`src/rtl/usb_rx_pkg.sv`:
```
`default_nettype none
// ============================================================================
// Module   : usb_rx_pkg
// Brief    : RX status codes, FSM state type and CRC constants for the
//            USB receive data buffer.
// Revision : 1.0
// ============================================================================
package usb_rx_pkg;

   localparam logic [2:0] RX_NONE    = 3'd0;
   localparam logic [2:0] RX_OUT     = 3'd1;
   localparam logic [2:0] RX_IN      = 3'd2;
   localparam logic [2:0] RX_DATA    = 3'd3;
   localparam logic [2:0] RX_DATA_OK = 3'd4;
   localparam logic [2:0] RX_ACK     = 3'd5;
   localparam logic [2:0] RX_NAK     = 3'd6;
   localparam logic [2:0] RX_ERR     = 3'd7;

   localparam int CRC16_BYTES = 2;

   typedef enum logic [1:0] {
      ST_IDLE = 2'd0,
      ST_RECV = 2'd1,
      ST_BAD  = 2'd2
   } rx_state_e;

endpackage
`default_nettype wire

```
`src/rtl/rx_buffer_mem.sv`:
```
`default_nettype none
// ============================================================================
// Module   : rx_buffer_mem
// Brief    : DEPTH x 8 byte array, synchronous write, combinational read.
// Revision : 1.0
// ============================================================================
module rx_buffer_mem
   import usb_rx_pkg::*;
#(
   parameter int DEPTH = 128,
   parameter int AW    = $clog2(DEPTH)
) (
   input  logic          clk,
   input  logic          we_i,
   input  logic [AW-1:0] waddr_i,
   input  logic [7:0]    wdata_i,
   input  logic [AW-1:0] raddr_i,
   output logic [7:0]    rdata_o
);

   logic [7:0] mem_q [DEPTH];

   always_ff @(posedge clk) begin
      if (we_i) begin
         mem_q[waddr_i] <= wdata_i;
      end
   end

   assign rdata_o = mem_q[raddr_i];

endmodule
`default_nettype wire

```
`src/rtl/usb_rx_data_buffer.sv`:
```
`default_nettype none
// ============================================================================
// Module   : usb_rx_data_buffer
// Brief    : Packet-aware RX FIFO; commits DATA payloads on good CRC16
//            (stripping the CRC bytes) and rolls back everything else.
// Revision : 1.0
// ============================================================================
module usb_rx_data_buffer
   import usb_rx_pkg::*;
#(
   parameter int DEPTH = 128
) (
   input  logic                    clk,
   input  logic                    n_rst,
   input  logic [2:0]              RX_packet,
   input  logic                    store_RX_packet_data,
   input  logic [7:0]              RX_packet_data,
   input  logic                    rd_en,
   input  logic                    flush,
   output logic [7:0]              rx_data,
   output logic                    rx_empty,
   output logic [$clog2(DEPTH):0]  rx_count,
   output logic                    pkt_ok,
   output logic                    pkt_drop,
   output logic                    overflow
);

   localparam int            AW        = $clog2(DEPTH);
   localparam int            PW        = AW + 1;
   localparam logic [PW-1:0] FULL_FILL = PW'(DEPTH);
   localparam logic [PW-1:0] CRC_LEN   = PW'(CRC16_BYTES);

   rx_state_e     state_q;
   logic [PW-1:0] wptr_q;
   logic [PW-1:0] cptr_q;
   logic [PW-1:0] rptr_q;
   logic          pkt_ok_q;
   logic          pkt_drop_q;
   logic          overflow_q;

   logic [PW-1:0] pending;
   logic          full;
   logic          is_data;
   logic          rd_fire;
   logic          wr_fire;
   logic [7:0]    mem_rdata;

   // Fullness counts tentative bytes against the reader, so unread data limits capacity.
   assign full     = (wptr_q - rptr_q) == FULL_FILL;
   assign pending  = wptr_q - cptr_q;
   assign is_data  = (RX_packet == RX_DATA);
   assign rx_empty = (cptr_q == rptr_q);
   assign rx_count = cptr_q - rptr_q;
   assign rd_fire  = rd_en && !rx_empty;
   assign wr_fire  = !flush && (state_q == ST_RECV) && is_data && store_RX_packet_data && !full;

   assign rx_data  = rx_empty ? 8'h00 : mem_rdata;
   assign pkt_ok   = pkt_ok_q;
   assign pkt_drop = pkt_drop_q;
   assign overflow = overflow_q;

   rx_buffer_mem #(
      .DEPTH (DEPTH),
      .AW    (AW)
   ) u_mem (
      .clk     (clk),
      .we_i    (wr_fire),
      .waddr_i (wptr_q[AW-1:0]),
      .wdata_i (RX_packet_data),
      .raddr_i (rptr_q[AW-1:0]),
      .rdata_o (mem_rdata)
   );

   always_ff @(posedge clk or negedge n_rst) begin
      if (!n_rst) begin
         state_q    <= ST_IDLE;
         wptr_q     <= '0;
         cptr_q     <= '0;
         rptr_q     <= '0;
         pkt_ok_q   <= 1'b0;
         pkt_drop_q <= 1'b0;
         overflow_q <= 1'b0;
      end else if (flush) begin
         state_q    <= ST_IDLE;
         wptr_q     <= '0;
         cptr_q     <= '0;
         rptr_q     <= '0;
         pkt_ok_q   <= 1'b0;
         pkt_drop_q <= 1'b0;
         overflow_q <= 1'b0;
      end else begin
         pkt_ok_q   <= 1'b0;
         pkt_drop_q <= 1'b0;
         if (rd_fire) begin
            rptr_q <= rptr_q + 1'b1;
         end
         case (state_q)
            ST_IDLE: begin
               if (is_data) begin
                  state_q <= ST_RECV;
               end
            end
            ST_RECV: begin
               if (RX_packet == RX_DATA_OK) begin
                  state_q <= ST_IDLE;
                  if (pending >= CRC_LEN) begin
                     cptr_q   <= wptr_q - CRC_LEN;
                     wptr_q   <= wptr_q - CRC_LEN;
                     pkt_ok_q <= 1'b1;
                  end else begin
                     wptr_q     <= cptr_q;
                     pkt_drop_q <= 1'b1;
                  end
               end else if (!is_data) begin
                  state_q    <= ST_IDLE;
                  wptr_q     <= cptr_q;
                  pkt_drop_q <= 1'b1;
               end else if (store_RX_packet_data) begin
                  if (full) begin
                     overflow_q <= 1'b1;
                     state_q    <= ST_BAD;
                  end else begin
                     wptr_q <= wptr_q + 1'b1;
                  end
               end
            end
            ST_BAD: begin
               if (!is_data) begin
                  state_q    <= ST_IDLE;
                  wptr_q     <= cptr_q;
                  pkt_drop_q <= 1'b1;
               end
            end
            default: begin
               state_q <= ST_IDLE;
            end
         endcase
      end
   end

endmodule
`default_nettype wire

```
`config.mk`:
```
export PLATFORM = sky130hd
export DESIGN_NAME = usb_rx_data_buffer
export DESIGN_NICKNAME = d
export VERILOG_FILES = /design/src/rtl/usb_rx_pkg.sv /design/src/rtl/rx_buffer_mem.sv /design/src/rtl/usb_rx_data_buffer.sv
export SDC_FILE = /design/constraint.sdc
export NUM_CORES = 1
export LEC_CHECK = 0
export CAP_MARGIN = 10
export CORE_ASPECT_RATIO = 1.25
export CORE_MARGIN = 2
export CORE_UTILIZATION = 57
export CTS_BUF_LIST = sky130_fd_sc_hd__clkbuf_16
export CTS_CLUSTER_SIZE = 8
export DETAILED_ROUTE_END_ITERATION = 12
export HOLD_SLACK_MARGIN = 0.1
export PLACE_DENSITY = 0.76
export SYNTH_ARGS = -nofsm -noshare
export SYNTH_HDL_FRONTEND = slang
export SYNTH_HIERARCHICAL = 1
export SYNTH_SLANG_ARGS = --single-unit
export TNS_END_PERCENT = 30
```
`constraint.sdc`:
```
create_clock -name clk -period 3.3 [get_ports clk]
set_clock_uncertainty 0.15 [all_clocks]
set_input_delay 0.33 -clock clk [delete_from_list [all_inputs] [get_ports clk]]
set_output_delay 0.33 -clock clk [all_outputs]
set_load 0.1 [all_outputs]
```
## After elaboration in Yosys (flattened, before gate mapping)

Memories as Yosys holds them, arrays and structs flattened.
Index checks and enable logic that the tools add are counted.

- Flip-flop bits (word level): 29
- RAM bits: 1,024
- Bits of input ports: 16
- Output and inout bits: 20
- Word-level logic and storage cells: 86
- Memories kept: 1

- Add/subtract/negate cells: 6
- Order comparisons: 1
- Equality and inequality tests: 12
- Multiplexer cells: 39
- Reductions and logical operators: 20

Memory list:

| name | words | bits a word | rd ports | clocked after memory_dff | write ports | RTL line | RTL |
|---|---|---|---|---|---|---|---|
| u_mem.mem_q | 128 | 8 | 1 | 0 | 1 | rx_buffer_mem.sv:21 | `logic [7:0] mem_q [DEPTH];` |

Operators with widths:

| kind | count |
|---|---|
| 2-to-1 mux 8 bit | 13 |
| subtractor 8 bit | 3 |
| adder 8 x 1 -> 8 bit (second input constant) | 2 |
| 2-to-1 mux 1 bit | 16 |
| one-hot mux 8 bit (2 select lines) | 1 |
| != test 5 x 4 -> 1 bit (second input constant) | 3 |
| 2-to-1 mux 2 bit | 7 |
| nonzero test 2 bit | 6 |
| equality test 8 bit | 1 |
| equality test 8 bit (second input constant) | 1 |
| >= comparator 8 x 2 -> 1 bit (second input constant) | 1 |
| AND reduction 4 bit | 2 |
| subtractor 8 x 2 -> 8 bit (second input constant) | 1 |
| != test 3 bit (second input constant) | 2 |
| one-hot mux 2 bit (3 select lines) | 1 |
| logical AND 1 bit | 5 |
| AND reduction 5 bit | 1 |
| equality test 3 x 2 -> 1 bit (second input constant) | 1 |
| equality test 3 bit (second input constant) | 1 |
| zero test 1 bit | 3 |
| nonzero test 3 bit | 1 |
| equality test 2 x 1 -> 1 bit (second input constant) | 1 |
| equality test 2 bit (second input constant) | 1 |
| zero test 2 bit | 1 |
| 3 further kinds | 3 |

## Depth between registers and ports, before layout

Gate-level depths: netlist of the first run.

- Word-level depth: 8
- Gate-level depth with buffers: 12
- Mapped depth without buffers: 11

## Hierarchy

Netlist of the first run, hierarchy kept.

By module, submodules not included:

| module | instances | cells each | area each (µm²) | sequential area each (µm²) |
|---|---|---|---|---|
| rx_buffer_mem | 1 | 1,627 | 39,505.4 | 30,749.5 |
| usb_rx_data_buffer | 1 | 368 | 2,929.1 | 725.7 |

## Worst setup path after synthesis of the first run

OpenSTA, ideal clock, no wires.

- Path kind: reg-to-output
- Start: register rptr_q[1]
- End: output rx_data[5]
- Arrival: 3.380 ns
- Setup slack: -0.560 ns
- Stages on the path, launching flop included: 7
- Path buffers: 2
- Path through: dfrtp_1 clkbuf_1 buf_1 mux4_2 mux4_2 mux2_2 nor2b_1

- Cells in the longest elaborated chain, start to end: 2
- Elaborated cells between the ends (all ways): 3
- Those cells by class: eq/ne (1); mux (1); memory (1)

Ends and longest elaborated chain:

| what | RTL line | RTL |
|---|---|---|
| start, declared | usb_rx_data_buffer.sv:36 | `logic [PW-1:0] rptr_q;` |
| start signal, assigned | usb_rx_data_buffer.sv:95 | `rptr_q <= rptr_q + 1'b1;` |
| memory (128 x 8 bit) | - |  |
| net mem_rdata[5] | usb_rx_data_buffer.sv:46 | `logic [7:0] mem_rdata;` |
| 2-to-1 mux 8 bit | usb_rx_data_buffer.sv:57 | `assign rx_data = rx_empty ? 8'h00 : mem_rdata;` |
| end, declared | usb_rx_data_buffer.sv:20 | `output logic [7:0] rx_data,` |

The timed path passes the listed nets, and every way through them passes these cells.

## Worst setup path after layout of the first run

- Start: register rptr_q[0]
- End: output rx_data[5]

Same word-level chain as after synthesis.

==> impl_results.md, run 1 <==
- Outcome: finished, violations left
- Failing checks: setup timing
- Avg Cell Area, Syn: 21.3 µm²
- H-tree depth: 4
- WL final: between 100000 and 150000 µm
- Total number of vias: approximately 24000
- Post-Synthesis Cells: ~2000
- Initial drt markers: between 3000 and 4000
- Post-route DRC: 0
- Endpoints failing setup: 1047
- Most common cell after layout, fill and taps aside: edfxtp_1
- Sw Pwr: between 7 and 8 mW
- Critical path arrival: ~4.1 ns
- Final Max Tran Viols: 0
- Power share of the combinational group: under 10%
- Largest net degree at the start of global routing: slightly above 90
- Leakage: 16.0 nW
- Final hold vios: 0
- Fill cells: slightly below 4000
- Area grow syn2layout: 20.1%
- Clock period minus worst slack: ~4.6 ns
- Initial antenna violation count: 4
- Area taken by multi-input logic gates: 0.0111 mm²
- Worst min path class: primary input to flip-flop
- Clock slew at reported path FFs: around 0.05 ns
- Fin cells: 3298
- Reg power frac: between 40% and 50%
- Int Pwr: about 24 mW
- Worst slew pin tran: ~1.1 ns
- Slack of the critical path: -1.27 ns
- Power, Total: between 30 and 40 mW
- Clock share of power: approximately 43%
- Sw frac: 23.3%
- Root Driver: clkbuf_16
- RSZ-0062 raised after global routing: true
- Via/cell ratio: between 7 and 8
- Row cnt: roughly 110
- Max cap viols: 0
- First-pass detailed-route iteration total: 5
- Die Height: around 310 µm
- Final HPWL DP: approximately 64000 µm
- Core area: around 0.073 mm²
- Share of layout cells above drive strength 1: a little under two fifths
- Die Wd: around 250 µm
- TritonCTS clock tree: yes
- Post-Place Cell Area: 0.0458 mm²
- Relative slew slack: between 20% and 30%
- DR WL/cell: approximately 36 µm
- I/O Pins: 36
- GR Util All Layers: between 30 and 40%
- Placed instance count: 3089
- Register bit total from synthesis: between 1000 and 1500
- Ys flop type: edfxtp_1
- Critical Path Sink Type: output port
- TritonCTS Buffers: between 100 and 150
- Post-route cell area: around 0.051 mm²
- Number of port buffers: 35
- Initial Utilization: between 50 and 60%
- Yosys warning count: 6
- Seq/Total Area, Yosys: 74.2%
- Synth cell types: between 50 and 60
- WS Path Type: flip-flop to output port
- Clk buf depth: 3
- Post-synthesis async set-or-reset flop share: approximately 2.8%
- Startpoint Class: flip-flop
- First-pass GRT wire length: about 170000 µm
- Total gr overflow: 0
- Worst hold slack: around 0.12 ns
- Insertion delay to the later sink of the worst-skew pair: around 0.74 ns
- FF+latch area: approximately 0.031 mm²
- Antenna Nets Post-Route: 0
- TritonCTS Sinks: 1053
- Layout net count: ~2400
- Final period utilization: 138%
- CP Max Fanout: 14
- Max Freq: ~220 MHz
- RePlAce Congestion: approximately 0.88
- Vias in the first global route: ~24000
- Die area: roughly 0.077 mm²
- Peak supply drop: between 0.6 and 0.7 mV
- Utilization after layout: 69.4%
- Synthesized area: between 0.04 and 0.05 mm²
- Pwr dens: slightly above 600 mW/mm²
- Commonest non-fill, non-tap cells in the layout: 1024 x edfxtp_1, 336 x mux4_2, 170 x buf_4
- Syn_nets: ~2000
- Post-synth EDFFs: ~1000
- Worst Path Required: between 2 and 3 ns
[timing repair]
item / in CTS / in global routing
pin swaps: 10 / 14
setup buffers: 8 / 12
hold endpoints to repair: 273 / 0
gates cloned: 4 / 1
setup endpoints to repair: 1043 / 1056
gates resized for setup: 107 / 67
hold buffers: 6 / 0
[cell type report]
class                           count  share of cell area (%)
Tap cell                          960                    2.36
Antenna cell                        2                 0.00982
Inverter                           30                   0.221
Sequential cell                  1053                    61.8
Clock inverter                     26                   0.525
Multi-Input combinational cell    809                    21.7
Clock buffer                      150                    7.36
Timing Repair Buffer              268                    6.03
[metal layers]
layer,wire length [µm],global-route usage [%]
met2,59900,50.0
met3,13600,7.18
met1,38500,39.3
met4,7740,15.0
met5,27,0
[synth_stat cells (2+ instances only)]
| cell type | number | share of area, % |
|---|---|---|
| nand2_1 | 32 | 0.28 |
| a211oi_1 | 9 | 0.16 |
| mux2i_1 | 5 | 0.12 |
| buf_2 | 16 | 0.19 |
| nand3_1 | 25 | 0.29 |
| a221oi_1 | 2 | 0.041 |
| clkbuf_1 | 55 | 0.49 |
| nor2_1 | 160 | 1.4 |
| nor4_1 | 2 | 0.029 |
| or3_1 | 5 | 0.074 |
| o211ai_1 | 2 | 0.035 |
| nand4_1 | 7 | 0.10 |
| a21o_1 | 6 | 0.11 |
| a2111o_1 | 2 | 0.053 |
| inv_1 | 29 | 0.26 |
| xnor2_1 | 20 | 0.41 |
| o21a_1 | 4 | 0.071 |
| nor3_1 | 21 | 0.25 |
| a311o_1 | 3 | 0.071 |
| ha_1 | 29 | 0.86 |
| and3_1 | 4 | 0.059 |
| nand2b_1 | 7 | 0.10 |
| nor2b_1 | 20 | 0.29 |
| o2111ai_1 | 2 | 0.041 |
| xor2_1 | 11 | 0.23 |
| edfxtp_1 | 1024 | 72 |
| mux4_2 | 336 | 18 |
| o311ai_0 | 3 | 0.062 |
| fa_1 | 2 | 0.094 |
| a2111oi_0 | 2 | 0.041 |
| mux2_2 | 8 | 0.21 |
| dfrtp_1 | 29 | 1.7 |
| o21ai_0 | 29 | 0.34 |
| and2_1 | 3 | 0.044 |
| buf_4 | 11 | 0.19 |
| a31oi_1 | 8 | 0.12 |
| buf_1 | 20 | 0.18 |
| a21oi_1 | 21 | 0.25 |
[final timing paths]
| kind | startpoint | to | slack (ns) | cells after the start |
|---|---|---|---|---|
| hold / removal | RX_packet_data[7] | u_mem/mem_q[60][7] | 0.12 | 1 |
| max in group asynchronous | n_rst | cptr_q[2] | 1.86 | 3 |
| min in group asynchronous | n_rst | rptr_q[2] | 0.42 | 2 |
| setup / recovery | rptr_q[0] | rx_data[5] | -1.27 | 8 |
| hold reg to reg | overflow | overflow | 0.40 | 1 |
| setup reg to reg | rptr_q[0] | u_mem/mem_q[121][0] | -0.62 | 13 |
[worst max-delay path, stage by stage (launching register included)]
cell	delay, ns
dfrtp_4	0.49
buf_12	0.21
buf_16	0.20
mux4_2	0.59
mux4_2	0.57
mux4_2	0.54
mux2_2	0.28
nor2b_2	0.22
buf_12	0.20
[logic make-up (layout without fill, tap and decap cells)]
logic type,after synthesis,count (layout),synth area share [%]
DFF,1053,1053,74.2
muxes,349,349,18.2
and+or+nand+nor,291,291,3.05
buffers and inverters,133,474,1.34
AOI/OAI and AO/OA,107,107,1.69
adders and majority gates,31,31,0.949
xor gates and xnor gates,31,31,0.640
other,0,2,0
[through the flow]
stage	setup slack (ns)	TNS (ns)
after CTS	-1.19	-136.31
after global routing	-1.29	-387.66
after global placement	-0.632	-290.18
final	-1.27	-314.98
after detailed placement	-0.586	-289.37
after floorplan	-0.0845	-10.25
[sequential cells by signal, summed over array words and instances, names as in the netlist]
signal,flops
cptr_q,8
rptr_q,8
u_mem/mem_q,1024
wptr_q,8
pkt_ok,1
overflow,1
pkt_drop,1
state_q,2
[power groups by stage]
stage	registers (mW)	logic [mW]	clock network [mW]
5_1_grt	14.7	3.22	14.2
3_3_place_gp	15.0	2.73	0
4_1_cts	14.7	2.96	13.6
3_5_place_dp	15.0	2.79	0
2_1_floorplan	15.0	1.76	0
6_report	14.7	3.10	13.6
Power figures use the tool's default switching activity.
==> inputs of run 2 (changes only) <==
--- a/config.mk
+++ b/config.mk
@@ -10,10 +10,11 @@
 export CORE_MARGIN = 2
 export CORE_UTILIZATION = 57
 export CTS_BUF_LIST = sky130_fd_sc_hd__clkbuf_16
-export CTS_CLUSTER_SIZE = 8
+export CTS_CLUSTER_SIZE = 12
 export DETAILED_ROUTE_END_ITERATION = 12
 export HOLD_SLACK_MARGIN = 0.1
 export PLACE_DENSITY = 0.76
+export SETUP_SLACK_MARGIN = 0.3
 export SYNTH_ARGS = -nofsm -noshare
 export SYNTH_HDL_FRONTEND = slang
 export SYNTH_HIERARCHICAL = 1
==> impl_results.md, run 2 (same netlist as run 1, synthesis figures left out) <==
- GR Util All Layers: 28.0% (-2.8 points)
- Relative slew slack: 31.9% (+5.1 points)
- Leakage: 15.2 nW (-4.7%)
- Max Freq: 227 MHz (+3.9%)
- Crit path buf inv count: 3 (unchanged)
- Vias in the first global route: 22400 (-5.2%)
- RePlAce Congestion: 0.913 (+3.4%)
- Initial Utilization: 57.8% (unchanged)
- I/O Pins: 36 (unchanged)
- Failing checks: setup timing
- First-pass detailed-route iteration total: 5 (unchanged)
- Area grow syn2layout: 17.2%
- Die area: 0.0767 mm² (unchanged)
- Most common cell after layout, fill and taps aside: edfxtp_1
- Die Height: 309 µm (unchanged)
- Hold_sp: RX_packet_data[3]
- Pwr dens: 556 mW/mm² (-9.8%)
- Layout net count: 2295 (-2.7%)
- Worst slew pin tran: 1.02 ns (-0.0798 ns)
- TritonCTS clock tree: yes
- Initial antenna violation count: 1 (-3)
- Core area: 0.0735 mm² (unchanged)
- Critical path's slowest cell: mux4_2
- R2R Setup Slk: -0.39 ns (+0.23 ns)
- Critical path arrival: 3.92 ns (-0.17 ns)
- Outcome: finished, violations left
- Critical Path Sink Type: output port
- Number of flip-flops in the largest register: 1024 (unchanged)
- Worst hold slack: 0.0976 ns (-0.0197 ns)
- Commonest non-fill, non-tap cells in the layout: 1024 x edfxtp_1, 336 x mux4_2, 158 x buf_4
- Peak supply drop: 0.604 mV (-6.7%)
- Worst r2r src: rptr_q[0]
- Worst R2R End: u_mem/mem_q[39][4]
- Clock slew at reported path FFs: 0.06 ns (about the same)
- Endpoints failing setup: 924 (-12%)
- Fill cells: 4215 (+6.4%)
- Insertion delay to the later sink of the worst-skew pair: 0.66 ns (-0.08 ns)
- Post-route DRC: 0 (unchanged)
- Final Max Tran Viols: 0 (unchanged)
- Power, Total: 27.7 mW (-12%)
- Initial drt markers: 2803 (-24%)
- Clk buf depth: 3 (unchanged)
- Total gr overflow: 0 (unchanged)
- Total number of vias: 22200 (-6.2%)
- Clock period minus worst slack: 4.40 ns (-0.171 ns)
- Final period utilization: 133% (-5.2 points)
- Startpoint Class: flip-flop
- WL final: 106000 µm (-11%)
- Hold path cells: 1 (unchanged)
- Top Family by Delay on Critical Path: multiplexers
- TritonCTS Sinks: 1053 (unchanged)
- Ant. Diodes: 0 (-2)
- Antenna Nets Post-Route: 0 (unchanged)
- First-pass GRT wire length: 153000 µm (-7.6%)
- Hold EP: u_mem/mem_q[114][3]
- Register name with the most flops: u_mem/mem_q
- DR WL/cell: 32.8 µm (-9.6%)
- CP max stage delay: 0.57 ns (-0.02 ns)
- Cell chain of the critical path: buf_12 -> buf_12 -> mux4_2 -> mux4_2 -> mux4_2 -> mux2_2 -> nor2b_4 -> buf_12
- Number of port buffers: 35 (unchanged)
- Worst Path Required: 2.82 ns (about the same)
- Root Driver: clkbuf_16
- Row cnt: 111 (unchanged)
- CP Max Fanout: 15 (+1)
- Reg2reg path depth: 16 (+3)
- TritonCTS Buffers: 99 (-34%)
- Die Wd: 248 µm (unchanged)
- Max cap viols: 0 (unchanged)
- Largest net degree at the start of global routing: 82 (-12%)
- WS Path Type: flip-flop to output port
- Worst min path class: primary input to flip-flop
- Final HPWL DP: 63800 µm (+0.19%)
- Final hold vios: 0 (unchanged)
- RSZ-0062 raised after global routing: true
- Via/cell ratio: 6.87 (-4.3%)
- Slack of the critical path: -1.10 ns (+0.171 ns)
- Share of layout cells above drive strength 1: 37.0% (-0.35 points)
- H-tree depth: 3 (-1)
-- run 2: changes by cell type in the layout (fill, tap and decap cells not counted), sizes merged --
cell / delta
clkbuf: -48
dlygate4sd3: -5
diode: -2
buf: -9
-- run 2: stage by stage --
stage          std cells  utilization (%)  area [µm²]  TNS [ns]  setup slack, ns
3_5_place_dp        3069             62.6       46000   -213.16           -0.500
2_1_floorplan       1995                -       43300    -0.149          -0.0768
4_1_cts             3205             66.7       49000   -119.60            -1.12
5_1_grt             3234             67.7       49800   -252.63            -1.12
3_3_place_gp        3068             62.6       46000   -186.79           -0.463
6_report            3234             67.7       49800   -169.85            -1.10
-- run 2: layout make-up --
type / count / area (µm²) / share of cell area [%]
timing repair buffer: 255 / 2890 / 5.81
clock buffer: 101 / 2530 / 5.08
sequential: 1053 / 31500 / 63.3
clock inverter: 26 / 109 / 0.219
inverter: 30 / 115 / 0.231
multi-input combinational: 809 / 11400 / 23.0
tap: 960 / 1200 / 2.41
-- run 2: worst register-to-register path, cell delays in order, from the launching register on --
cell	delay [ns]
dfrtp_4	0.48
buf_4	0.14
buf_6	0.12
ha_2	0.18
and3b_4	0.21
or3_4	0.33
a211o_1	0.23
a2111o_1	0.38
nor2b_1	0.14
buf_4	0.16
buf_4	0.17
nand4_1	0.13
buf_6	0.12
buf_4	0.14
buf_8	0.15
nor2_1	0.07
buf_6	0.15
-- run 2: power by group --
group	internal, mW	switching [mW]	total (mW)
clock network	5.39	4.58	9.97
logic	1.31	1.70	3.01
registers	14.7	0.0197	14.7
-- run 2: worst max-delay path by stage --
stage	cells after the start	to	from	slack (ns)
5_1_grt	8	rx_data[0]	rptr_q[0]	-1.12
2_1_floorplan	8	rx_count[5]	rptr_q[1]	-0.08
6_report	8	rx_data[0]	rptr_q[0]	-1.10
3_3_place_gp	10	u_mem/mem_q[78][0]	rptr_q[0]	-0.46
4_1_cts	9	rx_data[2]	rptr_q[0]	-1.12
3_5_place_dp	12	u_mem/mem_q[31][4]	rptr_q[0]	-0.50
-- run 2: repair_timing --
action | CTS | global route
buffers inserted | 7 | 26
endpoints found under the setup margin | 1056 | 1059
hold endpoints to repair | 20 | 0
gates resized for setup | 73 | 124
pin swaps | 4 | 16
hold buffers | 1 | 0
cloned | 1 | 3
-- run 2: metal layers --
layer  global-route usage, %  share of wire (%)  vias to the layer above
li1                        -                  -                     8789
met1                    37.4                 36                    11700
met2                    46.4                 51                     1431
met3                    4.43                8.6                      250
met4                    11.7                4.4                        2
met5                       0              0.012                        -
